==> config.mk <==
export PLATFORM = sky130hd
export DESIGN_NAME = adder_pipe_n
export DESIGN_NICKNAME = d
export VERILOG_FILES = /design/src/rtl/adder_pipe_n.sv
export SDC_FILE = /design/constraint.sdc
export NUM_CORES = 1
export LEC_CHECK = 0
export BUFFER_PORTS_ARGS = -buffer_cell sky130_fd_sc_hd__buf_4
export CAP_MARGIN = 10
export CORE_MARGIN = 2
export CORE_UTILIZATION = 45
export CTS_CLUSTER_SIZE = 20
export DETAILED_ROUTE_END_ITERATION = 8
export PLACE_DENSITY = 0.67
export SYNTH_ARGS = -nofsm -noshare
export SYNTH_HDL_FRONTEND = slang
export SYNTH_SLANG_ARGS = --single-unit
==> constraint.sdc <==
create_clock -name clk -period 4.45 [get_ports clk]
set_input_delay 0.89 -clock clk [delete_from_list [all_inputs] [get_ports clk]]
set_output_delay 0.89 -clock clk [all_outputs]
set_load 0.005 [all_outputs]
==> src/rtl/adder_pipe_n.sv <==
// -----------------------------------------------------------------------------
// adder_pipe_n
//   Pipelined multi-operand adder. Each accepted beat carries N_OPS unsigned
//   operands and a carry-in. The beat total is either a fresh sum or is added to
//   the previous beat's result (running accumulation). The result wraps modulo
//   2^SUM_W (SAT=0) or clamps to 2^SUM_W-1 (SAT=1). An overflow flag reports
//   when the true total did not fit.
//
//   Pipeline: S1 registers two lossless half-sums plus cin/acc; S2 forms the
//   final total and registers sum/zero/overflow. Latency is 2 cycles; throughput
//   is 1 beat/cycle. Valid/ready handshakes on both sides.
//
// Ports
//   clk        in   1            rising-edge clock
//   rst        in   1            asynchronous reset, active-high
//   in_valid   in   1            input beat valid
//   in_ready   out  1            beat accepted when in_valid & in_ready
//   in_ops     in   N_OPS*OP_W   operand k = in_ops[k*OP_W +: OP_W]
//   in_cin     in   1            carry-in (+1)
//   in_acc     in   1            1: add to previous result, 0: start fresh
//   out_valid  out  1            result valid
//   out_ready  in   1            result consumed when out_valid & out_ready
//   sum_r      out  SUM_W        registered result
//   sum_zero_r out  1            registered (sum_r == 0)
//   ovf_r      out  1            registered overflow flag
// -----------------------------------------------------------------------------
module adder_pipe_n #(
  parameter int N_OPS = 4,
  parameter int OP_W  = 8,
  parameter int SUM_W = 10,
  parameter int SAT   = 0
) (
  input  logic                  clk,
  input  logic                  rst,
  input  logic                  in_valid,
  output logic                  in_ready,
  input  logic [N_OPS*OP_W-1:0] in_ops,
  input  logic                  in_cin,
  input  logic                  in_acc,
  output logic                  out_valid,
  input  logic                  out_ready,
  output logic [SUM_W-1:0]      sum_r,
  output logic                  sum_zero_r,
  output logic                  ovf_r
);

  // Half-sum width: enough to hold N_OPS full-scale operands without loss.
  localparam int PW   = OP_W + $clog2(N_OPS);
  localparam int N_LO = N_OPS / 2;
  // Total width: two half-sums + cin stay below 2^PW, accumulator below
  // 2^SUM_W, so one bit above the larger of the two always suffices.
  localparam int TW   = ((PW > SUM_W) ? PW : SUM_W) + 1;

  localparam logic [SUM_W-1:0] SUM_MAX = '1;

  // ---------------------------------------------------------------------------
  // Operand unpacking and S1 half-sums
  // ---------------------------------------------------------------------------
  logic [OP_W-1:0] w_ops [N_OPS];

  genvar gi;
  generate
    for (gi = 0; gi < N_OPS; gi++) begin : g_unpack
      assign w_ops[gi] = in_ops[gi*OP_W +: OP_W];
    end
  endgenerate

  logic [PW-1:0] w_p_lo;
  logic [PW-1:0] w_p_hi;

  always_comb begin
    w_p_lo = '0;
    w_p_hi = '0;
    for (int k = 0; k < N_OPS; k++) begin
      if (k < N_LO) w_p_lo = w_p_lo + PW'(w_ops[k]);
      else          w_p_hi = w_p_hi + PW'(w_ops[k]);
    end
  end

  // ---------------------------------------------------------------------------
  // Handshake
  // ---------------------------------------------------------------------------
  logic r_s1_valid;
  logic r_out_valid;
  logic w_s2_adv;
  logic w_in_ready;

  assign w_s2_adv   = !r_out_valid || out_ready;
  assign w_in_ready = !r_s1_valid || w_s2_adv;

  // ---------------------------------------------------------------------------
  // S1 registers
  // ---------------------------------------------------------------------------
  logic [PW-1:0] r_p_lo;
  logic [PW-1:0] r_p_hi;
  logic          r_cin;
  logic          r_acc_en;

  // ---------------------------------------------------------------------------
  // S2 combinational total
  // ---------------------------------------------------------------------------
  logic [SUM_W-1:0] r_accum;
  logic [SUM_W-1:0] r_sum;
  logic             r_zero;
  logic             r_ovf;

  logic [TW-1:0]    w_total;
  logic             w_ovf;
  logic [SUM_W-1:0] w_sum;

  // The accumulator always holds the result of the beat that most recently
  // left S2, i.e. the immediately preceding beat, so back-to-back acc beats
  // chain correctly without any forwarding.
  always_comb begin
    w_total = TW'(r_p_lo) + TW'(r_p_hi) + TW'(r_cin);
    if (r_acc_en) w_total = w_total + TW'(r_accum);
    w_ovf = |w_total[TW-1:SUM_W];
    if (w_ovf && (SAT != 0)) w_sum = SUM_MAX;
    else                     w_sum = w_total[SUM_W-1:0];
  end

  // ---------------------------------------------------------------------------
  // Pipeline registers
  // ---------------------------------------------------------------------------
  always_ff @(posedge clk or posedge rst) begin
    if (rst) begin
      r_s1_valid  <= 1'b0;
      r_p_lo      <= '0;
      r_p_hi      <= '0;
      r_cin       <= 1'b0;
      r_acc_en    <= 1'b0;
      r_out_valid <= 1'b0;
      r_sum       <= '0;
      r_zero      <= 1'b0;
      r_ovf       <= 1'b0;
      r_accum     <= '0;
    end else begin
      if (w_in_ready) begin
        r_s1_valid <= in_valid;
        if (in_valid) begin
          r_p_lo   <= w_p_lo;
          r_p_hi   <= w_p_hi;
          r_cin    <= in_cin;
          r_acc_en <= in_acc;
        end
      end
      if (w_s2_adv) begin
        r_out_valid <= r_s1_valid;
        // Result registers only change on a real load so they hold their
        // last value through bubbles and stalls.
        if (r_s1_valid) begin
          r_sum   <= w_sum;
          r_zero  <= (w_sum == '0);
          r_ovf   <= w_ovf;
          r_accum <= w_sum;
        end
      end
    end
  end

  assign in_ready   = w_in_ready;
  assign out_valid  = r_out_valid;
  assign sum_r      = r_sum;
  assign sum_zero_r = r_zero;
  assign ovf_r      = r_ovf;

endmodule

### After elaboration in Yosys (flattened, before gate mapping)

Cells that the tools add are included.
W data, S select, Z words.

* add/sub/neg operators: 5
* multiply operators: 0
* divide/modulo/power cells: 0
* $lt $le $gt $ge: 0
* eq/ne operators: 0
* shifts and indexed selects: 0
* muxes and demuxes: 1
* bitwise operators: 0
* reduce and logical (&&, ||, !) cells: 7

Operators with widths (count)
* $add A8 B8 Y9: 2
* $add A10 B10 Y11: 1
* $add A11 B1 Y11: 1
* $add A11 B10 Y11: 1
* $mux W11: 1
* $logic_not A10 Y1: 1
* $reduce_and A2 Y1: 2
* $logic_not A1 Y1: 2
* $logic_or A1 B1 Y1: 2

* register bits after elaboration: 36
* bits in latches: 0
* memory bits (writable): 0
* bits in read-only memories: 0
* input bits: 38
* output and inout bits: 14
* memories: 0

### Depth between registers and ports, before layout

* word-level depth: 5
* mapped depth: 15
* gate-level depth less buffers: 15

### Least setup slack after synthesis

No wires, ideal clock.

* path type: reg2reg
* start: register r_p_lo[0]
* end: register r_zero, in the netlist sum_zero_r
* library setup time: 0.121 ns
* data arrival time: 3.149 ns
* required time: 4.329 ns
* setup slack: 1.180 ns
* cell stages (with the launch flop): 15
* clock period less this slack: 3.270 ns
* path through: dfrtp_1 -> fa_1 -> a211oi_2 -> o21bai_1 -> a21oi_1 -> a21oi_1 -> xor2_1 -> ha_1 -> and4_4 -> and2_1 -> a221oi_2 -> xnor2_1 -> mux2i_1 -> nor3b_2 -> a32o_2

* cells in the longest elaborated chain, start to end: 5

Ends and longest elaborated chain
* start, declared: line 94 `logic [PW-1:0] r_p_lo;`
* start signal, assigned: line 141 `r_p_lo <= w_p_lo;`
* $add A10 B10 Y11 *: line 115 `w_total = TW'(r_p_lo) + TW'(r_p_hi) + TW'(r_cin);`
* $add A11 B1 Y11 *: line 115
* $add A11 B10 Y11: line 116 `if (r_acc_en) w_total = w_total + TW'(r_accum);`
* $mux W11 *: line 116
* $logic_not A10 Y1 *: line 153 `r_zero <= (w_sum == '0);`
* end signal, assigned: line 153
* end, declared: line 104 `logic r_zero;`

Every way passes the cells marked *; elsewhere a longest branch is shown, timed or not.
A chain may end at the register's enable or synchronous reset.

### Worst setup path after layout

Ends and elaborated chain as after synthesis.

==> reports/qor.yml <==
synth_cells: 286
cp.required_ns: 4.62
syn-num-nets: 363
worstPathCellList: "fa_1 > a211oi_2 > o21bai_1 > a21oi_1 > a21oi_1 > xor2_1 > ha_1 > a21oi_1 > o21ai_1 > a221oi_2 > xnor2_1 > mux2i_1 > nor3b_2 > a32o_2"
cts_sinks: 34
clockBufferDepth: 2
outcome: "finished, final reports clean"
die_w_um: 81.7
cp-start-kind: "flop"
final-hold-violation-count: 0
final_layout_size_suffix_gt1_frac: 0.235
seq_area_frac_synth: 0.313
antenna_found_initial: 0
layout_setup_ws_ns: 0.893
syn_avg_cell_area_um2: 9.51
cp_slowest_stage_delay_ns: 0.46
viasPerCell: 5.12
slew_viol_final: 0
ys.warnings.count: 0
vdd.ir_drop.worst_mv: 0.452
ys_seq_elements: 34
area_delta_synth_final_pct: 20.1
globalRouteOverflowTotal: 0
pre_cts_slack_ns: 0.917
fmax_ghz: 0.281
io_buffers: 51
drt_first_iter_violations: 44
leakagePower_nw: 1.62
worst_pin_slew_ns: 0.839
grtUsageTotal: 0.178
p_per_area_nw_per_um2: 650
die_area_um2: 6680
cpMostUsedCell: "a21oi_1"
die_h_um: 81.7
timing.final.crit_share: 0.799
cts_max_level: 2
synth_cell_types: 40
cp_slowest_cell: "fa_1"
nets: 416
antenna_left: 0
start_util: 0.462
root_buffer: "clkbuf_8"
ys.flop_type: "dfrtp_1"
num_antenna_cells: 0
grt_pass1_vias: 2191
synth_area_um2: 2720
async_flop_share: 1.00
layout_min_cycle_time_ns: 3.56
place_congestion: 0.846
place_hpwl_um: 4310
drc: 0
num_rows: 28
critical_path_arrival_ns: 3.73
drt_pre_antenna_iters: 4
final.setup_skew_ns: 0.00365
path_class: "flop to flop"
cts_hold_buf: 0
grt_max_degree: 35
slew_headroom: 0.439
setup_violations: 0
cts_buffers: 5
path_buf_inv: 0
path_max_fanout: 4
grt_pass1_wl_um: 9240
finalPower_mw: 2.13
post_cts_buffers: 0
design_area_um2: 3270
vias: 2126
coreArea_um2: 5890
synth_edf_count: 0
clkSlewWorstSetupHoldPaths_ns: 0.07
wl_per_cell_um: 12.7
clock_latency_ns: 0.28
cp_top_family: "compound AO/OA/AOI/OAI gates"
drv_cap: 0
rsz0062_at_grt: "no"
worstSetupEndpointType: "flop"
fin_setup_tns_ns: 0
routed_wl_um: 5260
cts_resized: 0
num_io_pins: 52
place_area_um2: 3180
cts_tree: "yes"
holdCritPathClass: "flop to flop"
## sequential cells by signal (all words and copies together) (netlist names)
register    flops
sum_r          10
r_p_hi          9
r_p_lo          9
out_valid       1
ovf_r           1
r_acc_en        1
r_cin           1
r_s1_valid      1
sum_zero_r      1
## through the flow
stage / utilization / std cells / hold WS, ns
final: 0.555 / 415 / 0.483
after floorplan: - / 286 / 0.454
after CTS: 0.555 / 415 / 0.495
after global placement: 0.540 / 407 / 0.467
after detailed placement: 0.540 / 407 / 0.479
after global routing: 0.555 / 415 / 0.518
## synth_stat cells, types with 3 or more instances
| cell type | n | share of area |
|---|---|---|
| o21a_1 | 3 | 0.0083 |
| mux2i_1 | 7 | 0.026 |
| a211oi_2 | 3 | 0.014 |
| a31oi_1 | 3 | 0.0069 |
| inv_1 | 15 | 0.021 |
| o21bai_1 | 6 | 0.017 |
| nand3_1 | 4 | 0.0074 |
| nand2_1 | 32 | 0.044 |
| nor2_1 | 11 | 0.015 |
| o21ai_1 | 4 | 0.0074 |
| fa_1 | 5 | 0.037 |
| xor2_1 | 11 | 0.035 |
| clkbuf_1 | 5 | 0.0069 |
| nand2b_1 | 5 | 0.011 |
| dfrtp_1 | 34 | 0.31 |
| xnor2_1 | 16 | 0.052 |
| mux2_2 | 7 | 0.029 |
| o21ai_0 | 26 | 0.048 |
| a21oi_1 | 22 | 0.040 |
| a21o_1 | 9 | 0.025 |
| ha_1 | 34 | 0.16 |
| and2_1 | 4 | 0.0092 |
## logic make-up (layout without fill, tap and decap cells)
logic type / count (synthesis) / after routing / share of synthesized area
AND/OR/NAND/NOR: 63 / 63 / 0.109
flip-flops: 34 / 34 / 0.313
adder cells (fa/ha/maj): 39 / 39 / 0.193
multiplexers: 15 / 15 / 0.0603
XOR/XNOR: 27 / 27 / 0.0869
buffers and inverters: 22 / 76 / 0.0336
AO/OA/AOI/OAI: 86 / 86 / 0.204
## cell usage in the layout, fill, tap and decap left out, drive strengths merged
cell type	netlist	layout
mux2i	7	7
fa	5	5
and2	4	4
mux2	8	8
nand2b	5	5
a211o	2	2
clkbuf	5	7
a211oi	3	3
nand2	32	32
nor2b	1	1
o311a	1	1
o21a	3	3
a31o	1	1
o21ai	30	30
a32o	1	1
and2b	1	1
ha	34	34
xnor2	16	16
or2	2	2
o21bai	6	6
a21boi	1	1
nor3b	1	1
a31oi	3	3
a2111oi	1	1
xor2	11	11
nor2	11	11
a221oi	1	1
nand3	4	4
inv	15	15
buf	2	53
nand3b	1	1
a21oi	24	24
dfrtp	34	34
clkinv	0	1
and4	1	1
a21o	9	9
## worst paths after layout
path                       startpoint         end  slack [ns]  cells past startpoint
setup / recovery            r_p_lo[0]  sum_zero_r        0.89                     14
hold / removal                  ovf_r       ovf_r        0.48                      2
setup reg to reg            r_p_lo[0]  sum_zero_r        0.89                     14
hold reg to reg                 ovf_r       ovf_r        0.48                      2
max in group asynchronous         rst   r_p_hi[1]        3.43                      3
min in group asynchronous         rst    sum_r[2]        0.70                      3
## worst register-to-register path, stage by stage (launching register included)
cell	delay (ns)
dfrtp_1	0.41
fa_1	0.46
a211oi_2	0.27
o21bai_1	0.13
a21oi_1	0.26
a21oi_1	0.12
xor2_1	0.17
ha_1	0.34
a21oi_1	0.17
o21ai_1	0.15
a221oi_2	0.32
xnor2_1	0.14
mux2i_1	0.09
nor3b_2	0.18
a32o_2	0.25
## metal layers
metal / up-vias / track usage / wire length (um) / share of wire
met2: 49 / 0.315 / 2460 / 0.47
li1: 1110 / - / - / -
met3: 8 / 0.0352 / 241 / 0.046
met4: 0 / 0.0583 / 80 / 0.015
met5: - / 0 / 0 / 0
met1: 959 / 0.215 / 2470 / 0.47
## area by class of cell
| cell class | count | area, um2 |
|---|---|---|
| fillers | 570 | 2620 |
| multi-input cells | 230 | 1780 |
| flip-flops and latches | 34 | 851 |
| repair buffers | 53 | 398 |
| well taps | 75 | 93.8 |
| clock buffers | 7 | 86.3 |
| inverters | 15 | 56.3 |
| clock inverters | 1 | 5.00 |
## power breakdown
| part | switching, mW | total [mW] | internal [mW] |
|---|---|---|---|
| Sequential | 0.0801 | 0.480 | 0.399 |
| Clock | 0.111 | 0.236 | 0.125 |
| Combinational | 0.711 | 1.41 | 0.700 |
No activity file was read; power rests on OpenSTA's default activity.
